--- src/rtl/imem_loader_pkg.sv ---
// Shared types for the instruction-memory loader.
package imem_loader_pkg;

    localparam int unsigned LDR_STATE_WIDTH = 2;

    // Loader FSM states; encodings are fixed so debug readouts stay stable.
    typedef enum logic [LDR_STATE_WIDTH-1:0] {
        StIdle = 2'd0,
        StLoad = 2'd1,
        StDone = 2'd2,
        StErr  = 2'd3
    } ldr_state_e;

endpackage

--- src/rtl/imem_loader.sv ---
// Streams a program image from a valid/ready word source into instruction
// memory port 0 and holds the core off until a complete image is in place.
module imem_loader
    import imem_loader_pkg::*;
#(
    parameter int unsigned N        = 32,
    parameter int unsigned I_LENGTH = 1024,
    parameter int unsigned ADDR_W   = 10
) (
    input  logic              clk,
    input  logic              rstb,
    input  logic              start,
    input  logic              s_valid,
    input  logic [N-1:0]      s_data,
    input  logic              s_last,
    output logic              s_ready,
    output logic              wr_ena0,
    output logic [N-1:0]      addr0,
    output logic [N-1:0]      din0,
    output logic              core_hold,
    output logic              busy,
    output logic              done,
    output logic              overflow,
    output logic [ADDR_W:0]   word_count
);

    localparam int unsigned CW = ADDR_W + 1;
    // Index of the final memory word; a non-last beat here means overflow.
    localparam logic [ADDR_W:0] LAST_IDX = CW'(I_LENGTH - 1);

    ldr_state_e state_q, state_d;
    logic       accept;
    logic       clear_count;

    // Next-state decode, stream handshake and counter-clear strobe.
    always_comb begin
        state_d     = state_q;
        s_ready     = 1'b0;
        accept      = 1'b0;
        clear_count = 1'b0;
        case (state_q)
            StIdle: begin
                if (start) begin
                    state_d     = StLoad;
                    clear_count = 1'b1;
                end
            end
            StLoad: begin
                s_ready = 1'b1;
                accept  = s_valid;
                if (s_valid) begin
                    if (s_last) begin
                        state_d = StDone;
                    end else if (word_count == LAST_IDX) begin
                        state_d = StErr;
                    end
                end
            end
            StDone, StErr: begin
                if (start) begin
                    state_d     = StLoad;
                    clear_count = 1'b1;
                end
            end
            default: state_d = StIdle;
        endcase
    end

    // State, write-port register stage, word counter and flag decodes.
    always_ff @(posedge clk) begin
        if (rstb) begin
            state_q    <= StIdle;
            wr_ena0    <= 1'b0;
            addr0      <= '0;
            din0       <= '0;
            word_count <= '0;
            busy       <= 1'b0;
            done       <= 1'b0;
            overflow   <= 1'b0;
            core_hold  <= 1'b1;
        end else begin
            state_q <= state_d;
            wr_ena0 <= accept;
            if (accept) begin
                addr0 <= {{(N-ADDR_W){1'b0}}, word_count[ADDR_W-1:0]};
                din0  <= s_data;
            end
            // Counter stops at I_LENGTH because LOAD is left on that beat.
            if (clear_count) begin
                word_count <= '0;
            end else if (accept) begin
                word_count <= word_count + 1'b1;
            end
            busy      <= (state_d == StLoad);
            done      <= (state_d == StDone);
            overflow  <= (state_d == StErr);
            core_hold <= (state_d != StDone);
        end
    end

endmodule

--- config.mk ---
export PLATFORM = sky130hd
export DESIGN_NAME = imem_loader
export DESIGN_NICKNAME = d
export VERILOG_FILES = /design/src/rtl/imem_loader_pkg.sv /design/src/rtl/imem_loader.sv
export SDC_FILE = /design/constraint.sdc
export NUM_CORES = 1
export LEC_CHECK = 0
export CAP_MARGIN = 10
export CORE_MARGIN = 2
export CORE_UTILIZATION = 40
export DETAILED_ROUTE_END_ITERATION = 10
export PLACE_DENSITY = 0.79
export SETUP_SLACK_MARGIN = 0.05
export SLEW_MARGIN = 30
export SYNTH_ARGS = -nofsm -noshare
export SYNTH_HDL_FRONTEND = slang
export SYNTH_SLANG_ARGS = --single-unit
--- constraint.sdc ---
create_clock -name clk -period 1.8 [get_ports clk]
set_input_delay 0.36 -clock clk [delete_from_list [all_inputs] [get_ports clk]]
set_output_delay 0.36 -clock clk [all_outputs]
set_load 0.02 [all_outputs]
==> results of run 1 <==
==> path summary, 6_finish.rpt <==
| path | startpoint | endpoint | slack (ps) |
|---|---|---|---|
| worst min register to register | din0[23] | din0[23] | 450 |
| worst min-delay path | din0[23] | din0[23] | 450 |
| worst max-delay path | word_count[10] | word_count[10] | 110 |
| worst max register to register | word_count[9] | core_hold | 250 |
==> cells in the mapped netlist, types with 4 or more instances <==
cell / n / area [um^2]
sky130_fd_sc_hd__a21oi_1: 50 / 250.2
sky130_fd_sc_hd__o211ai_1: 7 / 52.55
sky130_fd_sc_hd__clkbuf_1: 8 / 30.03
sky130_fd_sc_hd__nand2_1: 90 / 337.8
sky130_fd_sc_hd__buf_4: 22 / 165.2
sky130_fd_sc_hd__inv_1: 6 / 22.52
sky130_fd_sc_hd__nor2_1: 4 / 15.01
sky130_fd_sc_hd__dfxtp_1: 60 / 1201
sky130_fd_sc_hd__buf_2: 5 / 25.02
==> layer usage <==
metal	vias up	GRT usage (%)	part of all wire, %
li1	1138	-	-
met1	1009	21.16	43
met2	77	32.68	49
met3	7	5.165	7.6
met4	0	6.500	0.84
met5	-	0	0
==> cell type report <==
cell class | count | area share [%]
flip-flops and latches | 60 | 33.34
clock inverters | 6 | 1.771
multi-input cells | 210 | 28.90
repair buffers | 108 | 28.93
well taps | 75 | 2.605
inverters | 6 | 0.6252
clock buffers | 10 | 3.821
==> placed cells by master (no fill, tap or decap), types with 2 or more instances in the layout <==
cell | synthesis | routed
sky130_fd_sc_hd__mux2i_1 | 3 | 3
sky130_fd_sc_hd__o31ai_1 | 3 | 3
sky130_fd_sc_hd__buf_4 | 22 | 12
sky130_fd_sc_hd__nand3_1 | 2 | 2
sky130_fd_sc_hd__inv_1 | 6 | 6
sky130_fd_sc_hd__a21oi_1 | 50 | 50
sky130_fd_sc_hd__o21ai_0 | 3 | 3
sky130_fd_sc_hd__clkdlybuf4s50_1 | 0 | 83
sky130_fd_sc_hd__nor2_1 | 4 | 4
sky130_fd_sc_hd__clkinvlp_4 | 0 | 2
sky130_fd_sc_hd__dlygate4sd2_1 | 0 | 11
sky130_fd_sc_hd__nand4_1 | 2 | 2
sky130_fd_sc_hd__clkbuf_8 | 0 | 10
sky130_fd_sc_hd__clkinv_2 | 0 | 2
sky130_fd_sc_hd__nor4_1 | 3 | 3
sky130_fd_sc_hd__dfxtp_1 | 60 | 60
sky130_fd_sc_hd__o211ai_1 | 7 | 7
sky130_fd_sc_hd__conb_1 | 1 | 22
sky130_fd_sc_hd__or3_1 | 2 | 2
sky130_fd_sc_hd__or4_1 | 3 | 3
sky130_fd_sc_hd__nand2_1 | 90 | 90
==> registers in the layout (all words and copies together) (netlist names), named ones only <==
register and count:
addr0 10, busy 1, core_hold 1, din0 32
done 1, overflow 1, state_q 1, word_count 11
wr_ena0 1
==> cells by family after synthesis <==
kind of cell	synth area share [%]
AO/OA/AOI/OAI	15.32
multiplexers	1.242
AND/OR/NAND/NOR	21.84
flip-flops	49.69
buffers and inverters	10.51
other	0.1551
XOR/XNOR	0.7248
adder cells (fa/ha/maj)	0.5175
==> report_power, final <==
| group | total [mW] | leakage [nW] | switching (mW) | internal (mW) |
|---|---|---|---|---|
| Clock | 1.20 | 0.0983 | 0.525 | 0.674 |
| Combinational | 0.384 | 0.774 | 0.210 | 0.174 |
| Sequential | 1.38 | 0.487 | 0.0177 | 1.37 |
==> worst min-delay path, delay by kind of cell (launching register included) <==
kind            cells  cell delay [ps]
simple gates        1               50
compound gates      1               50
flops               1              310
==> timing repair <==
item | 4_1_cts | 5_1_grt
resized for setup | 11 | 0
endpoints found under the setup margin | 11 | 0
hold endpoints to repair | 0 | 0
==> through the flow <==
step	util (%)	instance area [um^2]
finish	61.20	3602
CTS	61.20	3602
floorplan	-	2496
global placement	58.01	3415
detailed placement	58.01	3415
global route	61.20	3602
==> metrics.txt, run 1 <==
# TYPE chip_impl_metric gauge
chip_impl_metric{name="total_leakage_power",unit="nW"} 1.359
chip_impl_metric{name="final_layout_size_suffix_gt1_share",unit="%"} 8.250
chip_impl_metric{name="ys_async_sr_fraction",unit="%"} 0
chip_impl_info{name="crit_chain",value="clkdlybuf4s50_1"} 1
chip_impl_metric{name="finalSetupViolCount",unit=""} 0
chip_impl_metric{name="drt_drc_violations_left",unit=""} 0
chip_impl_metric{name="holdBufCountCts",unit=""} 0
chip_impl_metric{name="clock_latency",unit="ps"} 320
chip_impl_metric{name="grt_first_pass_wirelength",unit="um"} 9570
chip_impl_metric{name="layout.cells.non_filler",unit=""} 475
chip_impl_metric{name="antenna_found_initial",unit=""} 0
chip_impl_metric{name="period_needed",unit="ps"} 1691
chip_impl_metric{name="cp.required",unit="ps"} 1440
chip_impl_metric{name="total_area_of_multi_input_combinational_cells",unit="mm^2"} 0.001041
chip_impl_metric{name="final-max-slew-violation-count",unit=""} 0
chip_impl_metric{name="num_antenna_cells",unit=""} 0
chip_impl_metric{name="critical_path_buf_inv_count",unit=""} 1
chip_impl_metric{name="finalClockSkew",unit="ps"} 6.375
chip_impl_metric{name="drt_first_pass_iters",unit=""} 4
chip_impl_metric{name="first_iter_violations",unit=""} 99
chip_impl_metric{name="dp_worst_setup_slack",unit="ps"} -143.5
chip_impl_metric{name="number_of_distinct_standard_cells_referenced_by_the_synthesized_netlist",unit=""} 35
chip_impl_metric{name="final-hold-violation-count",unit=""} 0
chip_impl_info{name="path_delay_family",value="buffers and inverters"} 1
chip_impl_metric{name="synthesis.instances",unit=""} 293
chip_impl_metric{name="synth_area",unit="mm^2"} 0.002417
chip_impl_metric{name="cts_num_sinks",unit=""} 60
chip_impl_metric{name="timing.final.ws_setup",unit="ps"} 108.8
chip_impl_metric{name="vdd_ir_drop_max",unit="mV"} 0.5884
chip_impl_metric{name="global_route.overflow_total",unit=""} 0
chip_impl_metric{name="ys_ff_latch",unit=""} 60
chip_impl_metric{name="max-cap-violations",unit=""} 0
chip_impl_info{name="critPathKind",value="reg -> out"} 1
chip_impl_info{name="type_of_the_worst_min_delay_path",value="reg -> reg"} 1
chip_impl_metric{name="detailed_route_vias_per_instance",unit=""} 4.697
chip_impl_metric{name="syn2layout_area_growth",unit="%"} 49.02
chip_impl_metric{name="crit_arrival",unit="ps"} 1330
chip_impl_metric{name="synth_enable_flop_cells",unit=""} 0
chip_impl_metric{name="cts_inserted_buffers",unit=""} 9
chip_impl_metric{name="placementRows",unit=""} 28
chip_impl_metric{name="powerDensity",unit="mW/mm^2"} 823.2
chip_impl_info{name="start_kind",value="flip-flop"} 1
chip_impl_metric{name="worst_hold_slack",unit="ps"} 452.8
chip_impl_metric{name="drtAntennaViolNets",unit=""} 0
chip_impl_metric{name="via_count",unit=""} 2231
chip_impl_metric{name="post-layout-total-power",unit="mW"} 2.966
chip_impl_info{name="tritoncts",value="done"} 1
chip_impl_info{name="timing.critical_path.to_type",value="output pin"} 1
chip_impl_info{name="clock-root-buffer",value="sky130_fd_sc_hd__clkbuf_8"} 1
chip_impl_metric{name="post_synth.cell_area_avg",unit="um^2"} 8.250
chip_impl_metric{name="finish.net_count",unit=""} 433
chip_impl_metric{name="die_area",unit="mm^2"} 0.006681
chip_impl_metric{name="die_width",unit="um"} 81.74
chip_impl_metric{name="layout_worst_path_cycle_share",unit="%"} 93.96
chip_impl_metric{name="sequential_cell_area",unit="mm^2"} 0.001201
chip_impl_metric{name="place.detailed.instances",unit=""} 459
chip_impl_info{name="status",value="complete, no violations"} 1
chip_impl_metric{name="fmax",unit="MHz"} 591.3
chip_impl_metric{name="synth.yosys.seq_area_share",unit="%"} 49.69
chip_impl_metric{name="initial_core_util",unit="%"} 41.07
chip_impl_metric{name="min_delay_path_depth",unit=""} 2
chip_impl_metric{name="timing.reg2reg.worst_path_depth",unit=""} 3
chip_impl_metric{name="grt_pass1_vias",unit=""} 2123
chip_impl_info{name="synth_flop_cell",value="sky130_fd_sc_hd__dfxtp_1"} 1
chip_impl_metric{name="wl_per_cell",unit="um"} 12.57
chip_impl_metric{name="floorplan.core_area",unit="mm^2"} 0.005886
chip_impl_metric{name="numPortBuffers",unit=""} 95
chip_impl_metric{name="htreeDepth",unit=""} 3
chip_impl_metric{name="postCtsSetupBuffers",unit=""} 0
chip_impl_metric{name="grt.total_usage",unit="%"} 18.45
chip_impl_metric{name="design.portCount",unit=""} 118
chip_impl_metric{name="postRouteWirelength",unit="um"} 5969
chip_impl_metric{name="die_y",unit="um"} 81.74
chip_impl_metric{name="post-dp-hpwl",unit="um"} 4178
chip_impl_metric{name="globalplace.congestion",unit=""} 0.8177
chip_impl_metric{name="grt_start_max_net_pins",unit=""} 47
chip_impl_metric{name="critical_path_cell_count",unit=""} 1
chip_impl_metric{name="path_clk_slew",unit="ps"} 70
chip_impl_metric{name="clockBufferDepth",unit=""} 2
chip_impl_metric{name="fillers",unit=""} 549
chip_impl_metric{name="critical_path.max_stage_delay",unit="ps"} 620
chip_impl_metric{name="fin_tns_setup",unit="ps"} 0
chip_impl_metric{name="path_max_fanout",unit=""} 4
chip_impl_info{name="grt_setup_unrepaired",value="false"} 1
chip_impl_info{name="critical_path.slowest_cell",value="sky130_fd_sc_hd__clkdlybuf4s50_1"} 1
chip_impl_metric{name="yosysWarnings",unit=""} 0
Note: power is estimated with default switching activity, not from simulation.
==> inputs of run 2 (changes only) <==
--- a/config.mk
+++ b/config.mk
@@ -6,6 +6,7 @@
 export NUM_CORES = 1
 export LEC_CHECK = 0
 export CAP_MARGIN = 10
+export CORE_ASPECT_RATIO = 0.5
 export CORE_MARGIN = 2
 export CORE_UTILIZATION = 40
 export DETAILED_ROUTE_END_ITERATION = 10
==> metrics.txt, run 2 (same netlist as run 1, synthesis figures left out) <==
# TYPE chip_impl_metric gauge
chip_impl_metric{name="die_area",unit="mm^2"} 0.006719
chip_impl_metric{name="die_y",unit="um"} 58.97
chip_impl_metric{name="path_max_fanout",unit=""} 4
chip_impl_info{name="status",value="complete, no violations"} 1
chip_impl_metric{name="final-hold-violation-count",unit=""} 0
chip_impl_metric{name="total_leakage_power",unit="nW"} 1.447
chip_impl_metric{name="critical_path.max_stage_delay",unit="ps"} 630
chip_impl_metric{name="final-max-slew-violation-count",unit=""} 0
chip_impl_metric{name="cts_num_sinks",unit=""} 60
chip_impl_info{name="clock-root-buffer",value="sky130_fd_sc_hd__clkbuf_16"} 1
chip_impl_info{name="type_of_the_worst_min_delay_path",value="reg -> reg"} 1
chip_impl_info{name="critical_path.slowest_cell",value="sky130_fd_sc_hd__clkdlybuf4s50_1"} 1
chip_impl_metric{name="clock_latency",unit="ps"} 310
chip_impl_metric{name="final_layout_size_suffix_gt1_share",unit="%"} 8.229
chip_impl_metric{name="cp.required",unit="ps"} 1440
chip_impl_info{name="worstHoldStart",value="din0[6]"} 1
chip_impl_metric{name="clockBufferDepth",unit=""} 2
chip_impl_metric{name="placementRows",unit=""} 19
chip_impl_info{name="tritoncts",value="done"} 1
chip_impl_metric{name="grt_first_pass_wirelength",unit="um"} 10090
chip_impl_metric{name="fillers",unit=""} 484
chip_impl_info{name="crit_chain",value="clkdlybuf4s50_1"} 1
chip_impl_metric{name="floorplan.core_area",unit="mm^2"} 0.005658
chip_impl_metric{name="globalplace.congestion",unit=""} 0.8285
chip_impl_metric{name="global_route.overflow_total",unit=""} 0
chip_impl_metric{name="grt.met1_usage",unit="%"} 21.38
chip_impl_metric{name="first_iter_violations",unit=""} 75
chip_impl_info{name="crit_start",value="word_count[10]"} 1
chip_impl_metric{name="via_count",unit=""} 2310
chip_impl_metric{name="die_width",unit="um"} 113.9
chip_impl_info{name="timing.critical_path.to_type",value="output pin"} 1
chip_impl_info{name="path_delay_family",value="buffers and inverters"} 1
chip_impl_metric{name="met3_usage",unit="%"} 6.033
chip_impl_info{name="gr-max-usage-layer",value="met2"} 1
chip_impl_metric{name="htreeDepth",unit=""} 3
chip_impl_metric{name="num_antenna_cells",unit=""} 0
chip_impl_metric{name="drt_drc_violations_left",unit=""} 0
chip_impl_metric{name="max-cap-violations",unit=""} 0
chip_impl_metric{name="postCtsSetupBuffers",unit=""} 0
chip_impl_metric{name="antenna_found_initial",unit=""} 0
chip_impl_metric{name="post-dp-hpwl",unit="um"} 4521
chip_impl_metric{name="postRouteWirelength",unit="um"} 6397
chip_impl_info{name="regMostFlops",value="din0"} 1
chip_impl_metric{name="fin_tns_setup",unit="ps"} 0
chip_impl_metric{name="critical_path_buf_inv_count",unit=""} 1
chip_impl_metric{name="syn2layout_area_growth",unit="%"} 53.11
chip_impl_metric{name="period_needed",unit="ps"} 1683
chip_impl_metric{name="fmax",unit="MHz"} 594.0
chip_impl_metric{name="drtAntennaViolNets",unit=""} 0
chip_impl_metric{name="grt_pass1_vias",unit=""} 2156
chip_impl_metric{name="grt.total_usage",unit="%"} 19.37
chip_impl_metric{name="finish.net_count",unit=""} 435
chip_impl_metric{name="finalSetupViolCount",unit=""} 0
chip_impl_metric{name="grt_start_max_net_pins",unit=""} 47
chip_impl_metric{name="path_clk_slew",unit="ps"} 50
chip_impl_metric{name="largest_register_ffs",unit=""} 32
chip_impl_metric{name="post-route-util",unit="%"} 65.41
chip_impl_info{name="rr_startpoint",value="word_count[3]"} 1
chip_impl_metric{name="vdd_ir_drop_max",unit="mV"} 0.7195
chip_impl_metric{name="detailed_route_vias_per_instance",unit=""} 4.873
chip_impl_info{name="start_kind",value="flip-flop"} 1
chip_impl_info{name="critPathKind",value="reg -> out"} 1
chip_impl_metric{name="cts_inserted_buffers",unit=""} 9
chip_impl_metric{name="wl_per_cell",unit="um"} 13.50
chip_impl_metric{name="crit_arrival",unit="ps"} 1320
chip_impl_info{name="largest_registers",value="din0 x32, word_count x11, addr0 x10"} 1
chip_impl_metric{name="powerDensity",unit="mW/mm^2"} 889.8
chip_impl_metric{name="initial_core_util",unit="%"} 42.72
chip_impl_metric{name="drt_first_pass_iters",unit=""} 4
chip_impl_info{name="grt_setup_unrepaired",value="false"} 1
chip_impl_info{name="mostFrequentLayoutCells",value="sky130_fd_sc_hd__nand2_1, sky130_fd_sc_hd__clkdlybuf4s50_1, sky130_fd_sc_hd__dfxtp_1, sky130_fd_sc_hd__a21oi_1, sky130_fd_sc_hd__conb_1"} 1
chip_impl_metric{name="design.portCount",unit=""} 118
chip_impl_metric{name="numPortBuffers",unit=""} 95
chip_impl_metric{name="finalClockSkew",unit="ps"} 2.958
chip_impl_info{name="mostFrequentLayoutCell",value="sky130_fd_sc_hd__nand2_1"} 1
chip_impl_metric{name="layout_worst_path_cycle_share",unit="%"} 93.52
chip_impl_metric{name="use_met2",unit="%"} 36.05
-- run 2: per-stage QoR --
step / hold slack [ps] / area (um^2) / cells / worst slack (ps) / power, mW
after global routing: 471.2 / 3701 / 474 / 55.90 / 3.432
final: 449.7 / 3701 / 474 / 116.6 / 3.293
after CTS: 444.4 / 3687 / 474 / 58.39 / 3.325
after global placement: 441.3 / 3427 / 459 / -85.27 / 1.793
after detailed placement: 445.8 / 3427 / 459 / -193.0 / 1.804
after floorplan: 496.0 / 2496 / 314 / 78.46 / 1.643
-- run 2: final timing paths --
check                                      end  slack (ps)  depth (start not counted)
worst min-delay path                   din0[6]         450                          2
worst max register to register       core_hold         240                          3
worst max-delay path            word_count[10]         120                          1
worst min register to register         din0[6]         450                          2
-- run 2: what timing repair did --
| item | in CTS | in global routing |
|---|---|---|
| gates resized for setup | 8 | 4 |
| setup endpoints to repair | 8 | 4 |
| hold buffers | 0 | 0 |
| pin swaps | 0 | 0 |
-- run 2: per-layer routing --
metal  vias to the layer above  routed length, um
li1                       1143                  -
met1                      1067               2580
met2                        88               3349
met3                        12                362
met4                         0                105
met5                         -                  0
-- run 2: where the power goes --
group	switching [mW]	leakage [nW]	internal, mW
Combinational	0.213	0.825	0.177
Sequential	0.0184	0.487	1.37
Clock	0.525	0.135	0.991
-- run 2: area by class of cell --
class	instances	area (um^2)	area share (%)
inverters	6	22.52	0.6085
clock buffers	13	260.3	7.032
clock inverters	2	10.01	0.2705
well taps	73	91.34	2.468
flip-flops and latches	60	1201	32.45
multi-input cells	210	1047	28.30
repair buffers	110	1069	28.87
